==> config.mk <==
export PLATFORM = sky130hd
export DESIGN_NAME = sync_hs_sender
export DESIGN_NICKNAME = d
export VERILOG_FILES = /design/src/rtl/sync_hs_pkg.sv /design/src/rtl/sync_hs_sender_sync_chain.sv /design/src/rtl/sync_hs_sender.sv
export SDC_FILE = /design/constraint.sdc
export NUM_CORES = 1
export LEC_CHECK = 0
export ABC_CLOCK_PERIOD_IN_PS = 2200
export BUFFER_PORTS_ARGS = -buffer_cell sky130_fd_sc_hd__buf_2
export CAP_MARGIN = 30
export CORE_UTILIZATION = 50
export DETAILED_ROUTE_END_ITERATION = 8
export PLACE_DENSITY = 0.94
export SYNTH_ARGS = -nofsm -noshare
export SYNTH_HDL_FRONTEND = slang
export SYNTH_HIERARCHICAL = 1
export SYNTH_SLANG_ARGS = --single-unit
==> constraint.sdc <==
create_clock -name CLK -period 2.2 [get_ports CLK]
set_input_delay 0.11 -clock CLK [delete_from_list [all_inputs] [get_ports CLK]]
set_output_delay 0.11 -clock CLK [all_outputs]
set_load 0.01 [all_outputs]
==> src/rtl/sync_hs_pkg.sv <==
// Shared types and helpers for the toggle request/acknowledge sender.
// The optional watchdog is enabled by defining SYNC_HS_TIMEOUT_EN.
package sync_hs_pkg;

  typedef enum logic [1:0] {
    IDLE     = 2'd0,
    SETUP    = 2'd1,
    WAIT_ACK = 2'd2
  } state_t;

  localparam int DEFAULT_WIDTH = 32;

  // Counter width able to hold the value `cycles` itself.
  function automatic int timeout_width(input int cycles);
    return $clog2(cycles + 1);
  endfunction

endpackage

==> src/rtl/sync_hs_sender_sync_chain.sv <==
// Multi-flop synchronizer for a single asynchronous bit.
// Every stage clears to 0 under the synchronous active-low reset.
module sync_chain #(
  parameter int STAGES = 2
) (
  input  logic clk,
  input  logic nrst,
  input  logic d,
  output logic q
);

  logic [STAGES-1:0] stage_reg;

  genvar gi;
  generate
    for (gi = 0; gi < STAGES; gi++) begin : g_stage
      if (gi == 0) begin : g_first
        always_ff @(posedge clk) begin
          if (!nrst) stage_reg[gi] <= 1'b0;
          else       stage_reg[gi] <= d;
        end
      end else begin : g_rest
        always_ff @(posedge clk) begin
          if (!nrst) stage_reg[gi] <= 1'b0;
          else       stage_reg[gi] <= stage_reg[gi-1];
        end
      end
    end
  endgenerate

  assign q = stage_reg[STAGES-1];

endmodule

==> src/rtl/sync_hs_sender.sv <==
// Sending side of a toggle req/ack crossing: latches a word, flips req_out, waits for ack.
// Define SYNC_HS_TIMEOUT_EN to add a sticky watchdog error on a stalled acknowledge.
module sync_hs_sender
  import sync_hs_pkg::*;
#(
  parameter int WIDTH          = DEFAULT_WIDTH,
  parameter int SYNC_STAGES    = 2,
  parameter int TIMEOUT_CYCLES = 1024
) (
  input  logic             CLK,
  input  logic             nRST,
  input  logic             in_valid,
  output logic             in_ready,
  input  logic [WIDTH-1:0] in_data,
  output logic [WIDTH-1:0] data_out,
  output logic             req_out,
  input  logic             ack_in,
  output logic             busy,
  output logic             err
);

  generate
    if (SYNC_STAGES < 2 || SYNC_STAGES > 4 || TIMEOUT_CYCLES < 1) begin : g_bad_params
      $error("sync_hs_sender: SYNC_STAGES must be 2..4 and TIMEOUT_CYCLES >= 1");
    end
  endgenerate

  state_t           state_reg;
  logic             req_reg;
  logic             in_ready_reg;
  logic             busy_reg;
  logic [WIDTH-1:0] data_reg;
  logic             ack_sync;

  sync_chain #(
    .STAGES(SYNC_STAGES)
  ) u_ack_sync (
    .clk  (CLK),
    .nrst (nRST),
    .d    (ack_in),
    .q    (ack_sync)
  );

`ifdef SYNC_HS_TIMEOUT_EN
  localparam int WD_W = timeout_width(TIMEOUT_CYCLES);
  localparam logic [WD_W-1:0] WD_MAX  = WD_W'(TIMEOUT_CYCLES);
  localparam logic [WD_W-1:0] WD_LAST = WD_W'(TIMEOUT_CYCLES - 1);

  logic [WD_W-1:0] wd_reg;
  logic            err_reg;
`endif

  always_ff @(posedge CLK) begin
    if (!nRST) begin
      state_reg    <= IDLE;
      req_reg      <= 1'b0;
      data_reg     <= '0;
      in_ready_reg <= 1'b1;
      busy_reg     <= 1'b0;
`ifdef SYNC_HS_TIMEOUT_EN
      wd_reg       <= '0;
      err_reg      <= 1'b0;
`endif
    end else begin
      unique case (state_reg)
        IDLE: begin
          if (in_valid) begin
            data_reg     <= in_data;
            state_reg    <= SETUP;
            in_ready_reg <= 1'b0;
            busy_reg     <= 1'b1;
          end
        end
        // data_reg has been stable for a full cycle before the toggle goes out.
        SETUP: begin
          req_reg   <= ~req_reg;
          state_reg <= WAIT_ACK;
`ifdef SYNC_HS_TIMEOUT_EN
          wd_reg    <= '0;
`endif
        end
        WAIT_ACK: begin
          if (ack_sync == req_reg) begin
            state_reg    <= IDLE;
            in_ready_reg <= 1'b1;
            busy_reg     <= 1'b0;
          end
`ifdef SYNC_HS_TIMEOUT_EN
          // A timeout only flags; the FSM keeps waiting so the toggle phase stays aligned.
          if (wd_reg != WD_MAX) begin
            wd_reg <= wd_reg + 1'b1;
            if (wd_reg == WD_LAST) err_reg <= 1'b1;
          end
`endif
        end
        default: begin
          state_reg    <= IDLE;
          in_ready_reg <= 1'b1;
          busy_reg     <= 1'b0;
        end
      endcase
    end
  end

  assign in_ready = in_ready_reg;
  assign busy     = busy_reg;
  assign data_out = data_reg;
  assign req_out  = req_reg;

`ifdef SYNC_HS_TIMEOUT_EN
  assign err = err_reg;
`else
  assign err = 1'b0;
`endif

endmodule
== Yosys cells after proc, flatten, opt, wreduce, memory -nomap -nowiden ==
Index checks and enable logic that the tools add are counted.
Operators by class
  eq/ne operators: 5
  bitwise logic cells: 2
  muxes and demuxes: 9
  reductions and logical operators: 4
Operators with widths (count)
  one-hot mux 1 bit (3 select lines): 2
  one-hot mux 2 bit (3 select lines): 1
  2-to-1 mux 1 bit: 4
  2-to-1 mux 2 bit: 2
  != test 2 bit (second input constant): 2
  AND reduction 2 bit: 2
  AND reduction 3 bit: 1
  == test 2 x 1 -> 1 bit (second input constant): 1
  == test 2 bit (second input constant): 1
  zero test 2 bit: 1
  inverter 1 bit: 2
  == test 1 bit: 1
Word-level totals
  logic and storage cells: 27
  register bits after elaboration: 39
  input port bits: 36

== Depth between registers and ports, before layout ==
  depth after elaboration: 3
  gate-level depth with buffers: 5
  mapped depth without buffers: 3

== Modules after synthesis ==
The synthesis kept the hierarchy.
Modules (own cells, without submodules)
  sync_hs_sender: area each 1572.8 µm², instances 1, cells each 163
  sync_chain: area each 52.6 µm², instances 1, cells each 4

== Worst setup path before layout ==
Ideal clock, no wire load.
  path type: reg2reg
  from: register state_reg[1]
  to: register data_reg[21] (netlist: data_out[21])
  slack: 1.149 ns
  setup time: 0.129 ns
  stages on the path, launching flop included: 4
  data required time: 2.071 ns
  buffers on the path: 1
  arrival time: 0.921 ns
  period minus slack after synthesis: 1.051 ns
  cell sequence: dfxtp_1 nor3b_2 clkbuf_2 o21ai_0
Between the ends
  word-level cells in the longest chain between the ends: 2
Ends and longest elaborated chain
  start, declared: RTL line sync_hs_sender.sv:28  | state_t state_reg;
  start signal, assigned: RTL line sync_hs_sender.sv:55  | state_reg <= IDLE;
  start signal, assigned: RTL line sync_hs_sender.sv:69  | state_reg <= SETUP;
  start signal, assigned: RTL line sync_hs_sender.sv:77  | state_reg <= WAIT_ACK;
  zero test 2 bit: RTL line sync_hs_sender.sv:65  | unique case (state_reg)
  AND reduction 2 bit (no source line)
  end signal, assigned: RTL line sync_hs_sender.sv:68  | data_reg <= in_data;
  end, declared: RTL line sync_hs_sender.sv:32  | logic [WIDTH-1:0] data_reg;
Every way passes these cells.
A chain may end at the register's enable or synchronous reset.

== Worst setup path after layout ==
  from: register state_reg[1]
  to: register in_ready_reg (netlist: in_ready)
Between the ends
  word-level cells in the longest chain between the ends: 3
Ends and longest elaborated chain
  == test 2 bit (tied with other cells): RTL line sync_hs_sender.sv:65
  != test 2 bit (no source line) / inverter 1 bit (equally long branches)
  AND reduction 3 bit (no source line)
  end signal, assigned: RTL line sync_hs_sender.sv:58  | in_ready_reg <= 1'b1;
  end signal, assigned: RTL line sync_hs_sender.sv:70  | in_ready_reg <= 1'b0;
  end signal, assigned: RTL line sync_hs_sender.sv:85  | in_ready_reg <= 1'b1;
  end, declared: RTL line sync_hs_sender.sv:30  | logic in_ready_reg;
Several ways; a longest one is shown, not always the timed one.

==> impl_metrics.toml <==
[finish]
drive_gt1_frac = 0.460
multi_input_area_sq_um = 722
seqCellArea_sq_um = 781
design_area_sq_um = 2340
stdcell_count = 309
n_fill_cell = 215
fin_nets = 301
n_antenna_cell = 0
largest_reg_flops = 32
syn_to_final_growth_pct = 44.0

[clocking]
cts_max_level = 2
numClockSinks = 39
cts_buffer_depth = 2
path_clk_slew_ns = 0.11
cts_buffers = 5
root_buffer = "clkbuf_4"
tritoncts = "yes"
ctsResizeCount = 0
post_cts_buffers = 0
ctsHoldBuffers = 33
clock_latency_ns = 0.34

[pwr]
power.static_leakage_nw = 1.04
ir_worst_vdd_uv = 461
power.total_mw = 1.44
power.density_nw_per_um2 = 615

[routing]
firstDrtPassIters = 4
drtIter0Drc = 64
routed_via_density = 4.69
routed_wl_mm = 3.73
drc_errors = 0
vias = 1449
post_drt_wl_per_cell_um = 12.1
ant_nets = 0

[sta]
finalCriticalPeriod_ns = 1.39
hold_viol = 0
fin_crit_sh = 0.631
skew_ns = 0.00720
slew_headroom = 0.613
maxSlewViolCount = 0
fmax_mhz = 720
worst_pin_slew_ns = 0.581
setup_viol = 0
setup_ws_ns = 0.812
fin_setup_tns_ns = 0
rsz0062_at_grt = "no"

[critical_path]
reg2reg_from = "state_reg[1]"
cp.required_ns = 2.42
critPathLaunchType = "register"
end_kind = "register"
crit_fanout = 35
arrival_ns = 1.61
cp-startpoint = "state_reg[1]"
crit_type = "reg2reg"

[logic_synthesis]
synth_area_per_cell_sq_um = 9.73
syn-instance-count = 167
syn-num-nets = 203
yosysWarnings = 6
netlist_area_sq_um = 1630
yosysUniqueCellTypes = 23
synth.area.top_cells = "dfxtp_1 48%, nand3_2 12%, o21ai_2 11%"
synth.top_cell.area_share = 0.480
yosysSeqAreaShare = 0.480
ys_ff_latch = 39
yosysTopAreaCell = "dfxtp_1"

[die]
io_pins = 72
start_util = 0.528
die-area_sq_um = 3480
die_y_um = 59.0
rows = 20
core_area_sq_um = 3080
die_w_um = 59.0

[place]
routabilityCongestion = 0.778
dp_hpwl_mm = 2.04
placed_area_sq_um = 1950
dp_slack_ns = 0.832
numPortBuffers = 70
dp_cells = 269

[grt]
overflow = 0
grt_pass1_vias = 1304
grt_max_degree = 44
antenna_found_initial = 0
grt_pass1_wl_mm = 5.77
track_usage = 0.226

[flow_run]
cap_violations = 0

[hold_path]
worstHoldStart = "nRST"
min_path_type = "in2reg"

[run_status]
status = "finished clean"
-- path summary, 6_finish.rpt --
| check | slack (ns) | depth (start not counted) | end |
|---|---|---|---|
| max | 0.81 | 4 | in_ready |
| min | 0.29 | 3 | data_out[27] |
| max reg2reg | 0.81 | 4 | in_ready |
| min reg2reg | 0.44 | 1 | u_ack_sync/q |
-- per-layer routing --
metal,global-route usage,wire [um],vias to the layer above
met3,0.0721,203,8
met4,0.0850,59,0
met1,0.266,1600,630
met5,0,0,-
li1,-,-,760
met2,0.385,1870,51
-- layout by cell type, fill, tap and decap left out --
master and instances:
buf_4 2, and2_2 1, o21ai_0 5, o21ai_2 20, o22ai_1 1, nor3b_4 1
nand2b_1 2, inv_1 3, and2_1 3, conb_1 1, clkbuf_8 1, nand2_1 32
o32ai_1 1, nand3_2 20, nand3_1 12, clkbuf_4 5, clkinv_2 1, o21ai_1 8
buf_12 1, xnor2_1 2, o21a_1 1, dlygate4sd3_1 33, buf_2 70, dfxtp_1 39
-- cell families (layout without fill, tap and decap cells) --
| group | Yosys count | after routing | synth area share |
|---|---|---|---|
| other cells | 1 | 1 | 0.00231 |
| flops | 39 | 39 | 0.480 |
| compound gates | 36 | 36 | 0.162 |
| buf+inv | 18 | 116 | 0.0793 |
| simple gates | 71 | 71 | 0.266 |
| xor+xnor | 2 | 2 | 0.0108 |
-- report_power, final --
group	internal, mW	switching, mW
sequential	0.755	0.0269
combinational	0.140	0.153
clock	0.148	0.215
total	1.04	0.395
-- cell type report --
| class | instances | area share |
|---|---|---|
| clock buffer | 6 | 0.0219 |
| clock inverter | 1 | 0.00214 |
| inverter | 3 | 0.00481 |
| multi-input combinational | 110 | 0.308 |
| sequential | 39 | 0.334 |
| tap | 44 | 0.0235 |
| timing repair buffer | 106 | 0.306 |
-- critical path: stages, from the launching register on --
cell and delay [ns]:
dfxtp_1 0.37, nor3b_4 0.21, buf_4 0.39, and2_2 0.23, o21ai_0 0.07
-- metrics by stage --
step,util,hold slack (ns)
finish,0.761,0.292
global placement,0.635,0.314
CTS,0.761,0.282
global route,0.761,0.306
floorplan,-,0.231
detailed placement,0.635,0.314
-- cells in the mapped netlist --
master and n:
o32ai_1 1, clkbuf_2 1, nand3_1 12, buf_6 3, buf_2 3, clkbuf_1 3
inv_1 3, nor3b_2 1, o22ai_1 1, o21ai_1 8, and2_1 3, o21a_1 1
buf_8 2, nand2b_1 2, and2_2 1, nand3_2 20, nand2_1 32, o21ai_2 20
xnor2_1 2, dfxtp_1 39, o21ai_0 5, buf_4 3, conb_1 1
No activity file was read; power rests on OpenSTA's default activity.
